## src/rtl/branch_predict_unit_if.sv

```systemverilog
// Fetch-side lookup and ID-side resolution bundle for the branch predictor.
// master = datapath (drives PCs/updates), slave = predictor (drives prediction).
interface branch_predict_unit_if #(
  parameter int XLEN = 32
);
  logic [XLEN-1:0] pred_pc;
  logic            pred_taken;
  logic            pred_btb_hit;
  logic            pred_valid;
  logic [XLEN-1:0] pred_target;
  logic            upd_en;
  logic [XLEN-1:0] upd_pc;
  logic            upd_taken;
  logic [XLEN-1:0] upd_target;
  logic            upd_mispredict;

  modport master (
    output pred_pc, upd_en, upd_pc,
    output upd_taken, upd_target, upd_mispredict,
    input  pred_taken, pred_btb_hit,
    input  pred_valid, pred_target
  );

  modport slave (
    input  pred_pc, upd_en, upd_pc,
    input  upd_taken, upd_target, upd_mispredict,
    output pred_taken, pred_btb_hit,
    output pred_valid, pred_target
  );
endinterface

```

## src/rtl/branch_predict_unit.sv

```systemverilog
// Dynamic branch predictor: counter BHT (bimodal/gshare) + tagged direct-mapped BTB.
// Ports: clk, start_n (async low reset), bp (slave bundle), ghr, stat_updates, stat_mispredicts.
module branch_predict_unit #(
  parameter int XLEN      = 32,
  parameter int BHT_IDX   = 5,
  parameter int BTB_IDX   = 5,
  parameter int CTR_BITS  = 2,
  parameter int HIST_BITS = 0,
  parameter int STAT_W    = 32
) (
  input  logic                 clk,
  input  logic                 start_n,
  branch_predict_unit_if.slave bp,
  output logic [((HIST_BITS > 0) ? HIST_BITS : 1)-1:0] ghr,
  output logic [STAT_W-1:0]    stat_updates,
  output logic [STAT_W-1:0]    stat_mispredicts
);

  localparam int GW    = (HIST_BITS > 0) ? HIST_BITS : 1;
  localparam int BHT_N = 1 << BHT_IDX;
  localparam int BTB_N = 1 << BTB_IDX;
  localparam int TAG_W = XLEN - BTB_IDX - 2;

  typedef logic [BHT_IDX-1:0]  bhi_t;
  typedef logic [BTB_IDX-1:0]  bti_t;
  typedef logic [TAG_W-1:0]    tag_t;
  typedef logic [CTR_BITS-1:0] ctr_t;
  typedef logic [GW-1:0]       ghr_t;
  typedef logic [STAT_W-1:0]   stat_t;

  localparam ctr_t CTR_INIT = ctr_t'((1 << (CTR_BITS - 1)) - 1);
  localparam ctr_t CTR_MAX  = '1;

  ctr_t        bht_q [BHT_N];
  logic        vld_q [BTB_N];
  tag_t        tag_q [BTB_N];
  logic [XLEN-1:0] tgt_q [BTB_N];
  ghr_t        ghr_q, ghr_d;
  stat_t       upd_cnt_q, upd_cnt_d;
  stat_t       mis_cnt_q, mis_cnt_d;
  ctr_t        ctr_cur, ctr_d;

  bhi_t p_bi, u_bi;
  bti_t p_ti, u_ti;
  tag_t p_tag, u_tag;
  logic p_hit;

  logic unused;
  assign unused = ^{bp.pred_pc[1:0], bp.upd_pc[1:0]};

  // Lookup: pure combinational read of current state, no update bypass.
  always_comb begin
    p_bi  = bhi_t'(bp.pred_pc[BHT_IDX+1:2]) ^ bhi_t'(ghr_q);
    p_ti  = bp.pred_pc[BTB_IDX+1:2];
    p_tag = bp.pred_pc[XLEN-1:BTB_IDX+2];
    p_hit = vld_q[p_ti] && (tag_q[p_ti] == p_tag);
  end

  assign bp.pred_taken   = bht_q[p_bi][CTR_BITS-1];
  assign bp.pred_btb_hit = p_hit;
  assign bp.pred_valid   = bp.pred_taken && p_hit;
  assign bp.pred_target  = p_hit ? tgt_q[p_ti] : '0;

  always_comb begin
    u_bi    = bhi_t'(bp.upd_pc[BHT_IDX+1:2]) ^ bhi_t'(ghr_q);
    u_ti    = bp.upd_pc[BTB_IDX+1:2];
    u_tag   = bp.upd_pc[XLEN-1:BTB_IDX+2];
    ctr_cur = bht_q[u_bi];
    ctr_d   = ctr_cur;
    if (bp.upd_taken) begin
      if (ctr_cur != CTR_MAX) ctr_d = ctr_cur + ctr_t'(1);
    end else begin
      if (ctr_cur != '0) ctr_d = ctr_cur - ctr_t'(1);
    end
    // Truncating cast keeps the newest GW outcomes.
    ghr_d = (HIST_BITS > 0) ? ghr_t'({ghr_q, bp.upd_taken}) : '0;
    upd_cnt_d = upd_cnt_q;
    if (~&upd_cnt_q) upd_cnt_d = upd_cnt_q + stat_t'(1);
    mis_cnt_d = mis_cnt_q;
    if (bp.upd_mispredict && ~&mis_cnt_q)
      mis_cnt_d = mis_cnt_q + stat_t'(1);
  end

  always_ff @(posedge clk or negedge start_n) begin
    if (!start_n) begin
      for (int i = 0; i < BHT_N; i++) bht_q[i] <= CTR_INIT;
      for (int i = 0; i < BTB_N; i++) begin
        vld_q[i] <= 1'b0;
        tag_q[i] <= '0;
        tgt_q[i] <= '0;
      end
      ghr_q     <= '0;
      upd_cnt_q <= '0;
      mis_cnt_q <= '0;
    end else if (bp.upd_en) begin
      bht_q[u_bi] <= ctr_d;
      if (bp.upd_taken) begin
        vld_q[u_ti] <= 1'b1;
        tag_q[u_ti] <= u_tag;
        tgt_q[u_ti] <= bp.upd_target;
      end
      ghr_q     <= ghr_d;
      upd_cnt_q <= upd_cnt_d;
      mis_cnt_q <= mis_cnt_d;
    end
  end

  assign ghr              = ghr_q;
  assign stat_updates     = upd_cnt_q;
  assign stat_mispredicts = mis_cnt_q;

endmodule

```

## src/flat_wrapper.sv

```systemverilog
// flat-port wrapper written by rule: the top's interface ports become plain ports
module branch_predict_unit_flat 
#(
  parameter int XLEN      = 32,
  parameter int BHT_IDX   = 5,
  parameter int BTB_IDX   = 5,
  parameter int CTR_BITS  = 2,
  parameter int HIST_BITS = 0,
  parameter int STAT_W    = 32
)
  (clk, start_n, ghr, stat_updates, stat_mispredicts, bp_pred_pc, bp_upd_en, bp_upd_pc, bp_upd_taken, bp_upd_target, bp_upd_mispredict, bp_pred_taken, bp_pred_btb_hit, bp_pred_valid, bp_pred_target);
  branch_predict_unit_if #(.XLEN(XLEN)) bp_i ();
  input  logic clk;
  input  logic start_n;
  output logic [((HIST_BITS > 0) ? HIST_BITS : 1)-1:0] ghr;
  output logic [STAT_W-1:0] stat_updates;
  output logic [STAT_W-1:0] stat_mispredicts;
  input wire logic [$bits(bp_i.pred_pc)-1:0] bp_pred_pc;
  input wire logic [$bits(bp_i.upd_en)-1:0] bp_upd_en;
  input wire logic [$bits(bp_i.upd_pc)-1:0] bp_upd_pc;
  input wire logic [$bits(bp_i.upd_taken)-1:0] bp_upd_taken;
  input wire logic [$bits(bp_i.upd_target)-1:0] bp_upd_target;
  input wire logic [$bits(bp_i.upd_mispredict)-1:0] bp_upd_mispredict;
  output wire logic [$bits(bp_i.pred_taken)-1:0] bp_pred_taken;
  output wire logic [$bits(bp_i.pred_btb_hit)-1:0] bp_pred_btb_hit;
  output wire logic [$bits(bp_i.pred_valid)-1:0] bp_pred_valid;
  output wire logic [$bits(bp_i.pred_target)-1:0] bp_pred_target;
  assign bp_i.pred_pc = bp_pred_pc;
  assign bp_i.upd_en = bp_upd_en;
  assign bp_i.upd_pc = bp_upd_pc;
  assign bp_i.upd_taken = bp_upd_taken;
  assign bp_i.upd_target = bp_upd_target;
  assign bp_i.upd_mispredict = bp_upd_mispredict;
  assign bp_pred_taken = bp_i.pred_taken;
  assign bp_pred_btb_hit = bp_i.pred_btb_hit;
  assign bp_pred_valid = bp_i.pred_valid;
  assign bp_pred_target = bp_i.pred_target;
  branch_predict_unit #(.XLEN(XLEN), .BHT_IDX(BHT_IDX), .BTB_IDX(BTB_IDX), .CTR_BITS(CTR_BITS), .HIST_BITS(HIST_BITS), .STAT_W(STAT_W)) u_core (.clk(clk), .start_n(start_n), .bp(bp_i), .ghr(ghr), .stat_updates(stat_updates), .stat_mispredicts(stat_mispredicts));
endmodule
```

## config.mk

```make
export PLATFORM = sky130hd
export DESIGN_NAME = branch_predict_unit_flat
export DESIGN_NICKNAME = d
export VERILOG_FILES = /design/src/rtl/branch_predict_unit_if.sv /design/src/rtl/branch_predict_unit.sv /design/src/flat_wrapper.sv
export SDC_FILE = /design/constraint.sdc
export NUM_CORES = 2
export LEC_CHECK = 0
export ABC_AREA = 1
export CORE_MARGIN = 1
export CORE_UTILIZATION = 45
export DETAILED_ROUTE_END_ITERATION = 10
export SYNTH_ARGS = -nofsm -noshare
export SYNTH_HDL_FRONTEND = slang
export SYNTH_SLANG_ARGS = --single-unit
```

## constraint.sdc

```tcl
create_clock -name clk -period 3.8 [get_ports clk]
set_input_delay 0.76 -clock clk [delete_from_list [all_inputs] [get_ports clk]]
set_output_delay 0.76 -clock clk [all_outputs]
set_load 0.005 [all_outputs]
```

==> results_dict.tcl <==
set metrics [dict create \
    clock_sinks 1984 \
    internal-power_mw 38.7 \
    numCtsBuffers 213 \
    swShare_pct 27.6 \
    grt_max_degree 154 \
    crit_path_end_kind "output pin" \
    leakagePower_nw 49.0 \
    grt_pass1_vias 76400 \
    syn_to_final_growth_pct 17.8 \
    r2r_end "u_core.stat_mispredicts[16]$_DFFE_PN0P_" \
    grt_first_pass_wirelength_um 487000 \
    hold_viol 0 \
    path_class "in -> out" \
    whs_ps 435 \
    arrival_ps 3340 \
    cts_tree "built" \
    gp_congestion 0.864 \
    vias_per_cell 5.80 \
    clockBufferDepth 3 \
    layout_common_cells "nand2_1 (4012), dfrtp_1 (1952), o21ai_0 (1882)" \
    synth_nets 11100 \
    yosysSeqAreaShare_pct 55.1 \
    skew_ps 10.6 \
    tightestPinTransition_ps 1090 \
    critPathRequiredTime_ps 3040 \
    ys_seq_elements 1984 \
    ys_types 41 \
    htreeDepth 4 \
    share_comb_of_total_power_pct 13.3 \
    synth-edff-count 0 \
    synth_area_per_cell_um2 8.18 \
    r2r-start "u_core.stat_mispredicts[0]$_DFFE_PN0P_" \
    io_pins 201 \
    crit_end "bp_pred_target[20]" \
    synthArstFlopShare_pct 100 \
    drt_iter0_drc 10100 \
    violations "setup timing" \
    start_util_pct 45.5 \
    io_buffers 195 \
    ir_worst_vdd_mv 0.534 \
    worstPathMaxFanout 7 \
    synthesis.area_um2 90200 \
    layout_setup_ws_ps -296 \
    worstRegToRegCells 11 \
    die-area_um2 202000 \
    power_mw 53.5 \
    rows 163 \
    min_period_ps 4100 \
    clkLatencyLatePin_ps 870 \
    timing.final.crit_share_pct 108 \
    worst_hold_path_type "in -> async" \
    pwr-share-seq_pct 47.7 \
    grt_remaining_overflow 0 \
    antenna_found_initial 5 \
    power.density_nw_per_um2 503 \
    worst_setup_path_start_kind "input port" \
    netlist_instances 11000 \
    layout_commonest_cell "nand2_1" \
    final_util_pct 53.6 \
    drc 0 \
    r2r_setup_slack_ps 1350 \
    cts.clk_slew.worst_paths_ps 60 \
    nNetsFinal 11100 \
    rsz0062_at_grt "true" \
    drt_pass1_iterations 6 \
    max_freq_mhz 244 \
    slew_headroom_pct 27.6 \
    coreArea_um2 198000 \
    num_vias 79900 \
    switchingPower_mw 14.8 \
    grt_util_all_layers_pct 31.3 \
    routed_wl_um 321000 \
    yosys_warnings 0 \
    final_layout_size_suffix_gt1_share_pct 9.76 \
    wire_per_inst_um 23.3 \
    drv_slew 0 \
    setup_viol 34 \
    status "complete, but fails checks" \
    dp_hpwl_um 178000 \
    die_w_um 450 \
    die_h_um 450 \
    clockRootBuffer "clkbuf_16" \
    maxCapViolations 0 \
    critPathLaunch "bp_pred_pc[2]" \
    p_clk_share_pct 39.0 \
    ys.flop_type "dfrtp_1" \
    postRouteAntennaNets 0 \
]
==> state kept, by name, summed over array words and instances, names as in the netlist <==
register,flops
u_core.stat_mispredicts,32
u_core.bht_q,64
u_core.tag_q,800
u_core.tgt_q,1024
u_core.vld_q,32
u_core.stat_updates,32
==> worst min path at each step <==
stage / to / slack (ps) / depth (start not counted) / from
final: u_core.tag_q[563]$_DFFE_PN0P_ / 440 / 2 / start_n
after global routing: u_core.tag_q[563]$_DFFE_PN0P_ / 440 / 2 / start_n
after CTS: u_core.tag_q[563]$_DFFE_PN0P_ / 400 / 2 / start_n
after detailed placement: u_core.vld_q[16]$_DFFE_PN0P_ / 440 / 2 / u_core.vld_q[16]$_DFFE_PN0P_
after global placement: u_core.vld_q[6]$_DFFE_PN0P_ / 430 / 2 / u_core.vld_q[6]$_DFFE_PN0P_
after floorplan: u_core.vld_q[13]$_DFFE_PN0P_ / 420 / 2 / u_core.vld_q[13]$_DFFE_PN0P_
==> kinds of logic after synthesis <==
kind of cell,share of synthesized area (%)
compound gates,16.4
xor+xnor,0.573
simple gates,22.5
flops,55.1
fa+ha+maj,0.0277
other cells,0.00416
buf+inv,5.48
==> metrics by stage <==
step,TNS (ps),std cells,worst slack [ps],area [um^2]
floorplan,0,11000,605,90200
finish,-7100,13800,-296,106000
global route,-10270,13800,-358,106000
detailed placement,-26090,13300,-1050,97200
CTS,-4420,13800,-156,106000
global placement,-26590,13300,-1040,97200
==> power groups by stage <==
stage	clock network (mW)	logic, mW	registers (mW)
detailed placement	0	6.78	25.8
global route	22.0	8.08	25.8
finish	20.9	7.10	25.5
global placement	0	6.60	25.7
CTS	21.2	7.03	25.4
floorplan	0	4.34	25.4
==> area by class of cell <==
cell class | instances | area (um^2)
clock buffer | 332 | 6370
multi-input combinational | 7860 | 36400
sequential | 1984 | 49700
timing repair inverter | 3 | 33.8
timing repair buffer | 702 | 9010
inverter | 201 | 822
fill | 18500 | 92000
tap | 2640 | 3300
antenna | 2 | 5.00
clock inverter | 56 | 628
==> synth_stat cells (54+ instances only) <==
cell	instances	area [um^2]
a21oi_1	477	2390
a221oi_1	54	473
a22oi_1	79	593
buf_1	54	203
buf_2	216	1080
clkbuf_1	660	2480
dfrtp_1	1952	48800
inv_1	193	724
nand2_1	4068	15300
nand3_1	767	3840
nor2_1	109	409
o21ai_0	1889	9450
o21ai_1	61	305
o31ai_1	54	405
==> per-layer routing <==
layer  share of wire, %  wire length [um]  vias to the layer above  track usage (%)
met5             0.0041                13                        -                0
met4                3.7             12000                        2             11.0
met3                7.4             23700                      583             4.42
met2                 46            149000                     3359             50.4
met1                 43            136000                    39600             43.2
li1                   -                 -                    36400                -
==> timing repair <==
action,CTS,global route
endpoints found under the hold margin,21,0
cloned,26,8
pin swaps,22,44
setup endpoints to repair,35,35
resized for setup,279,92
hold buffers,1,0
buffers inserted,23,4
==> worst max-delay path: stages <==
cell and delay [ps]:
buf_16 160, clkinv_16 100, buf_16 160, buf_12 140
buf_6 120, buf_6 110, nand2_2 50, nand3_2 70
nand3_2 70, nand2_2 60, nand2_2 60, nand3_2 70
nand3b_1 200, o211ai_1 190, nor2_4 210, nand2_8 100
buf_12 180, buf_16 160, nor3_4 180, buf_2 140
(Power assumes the default switching activity.)
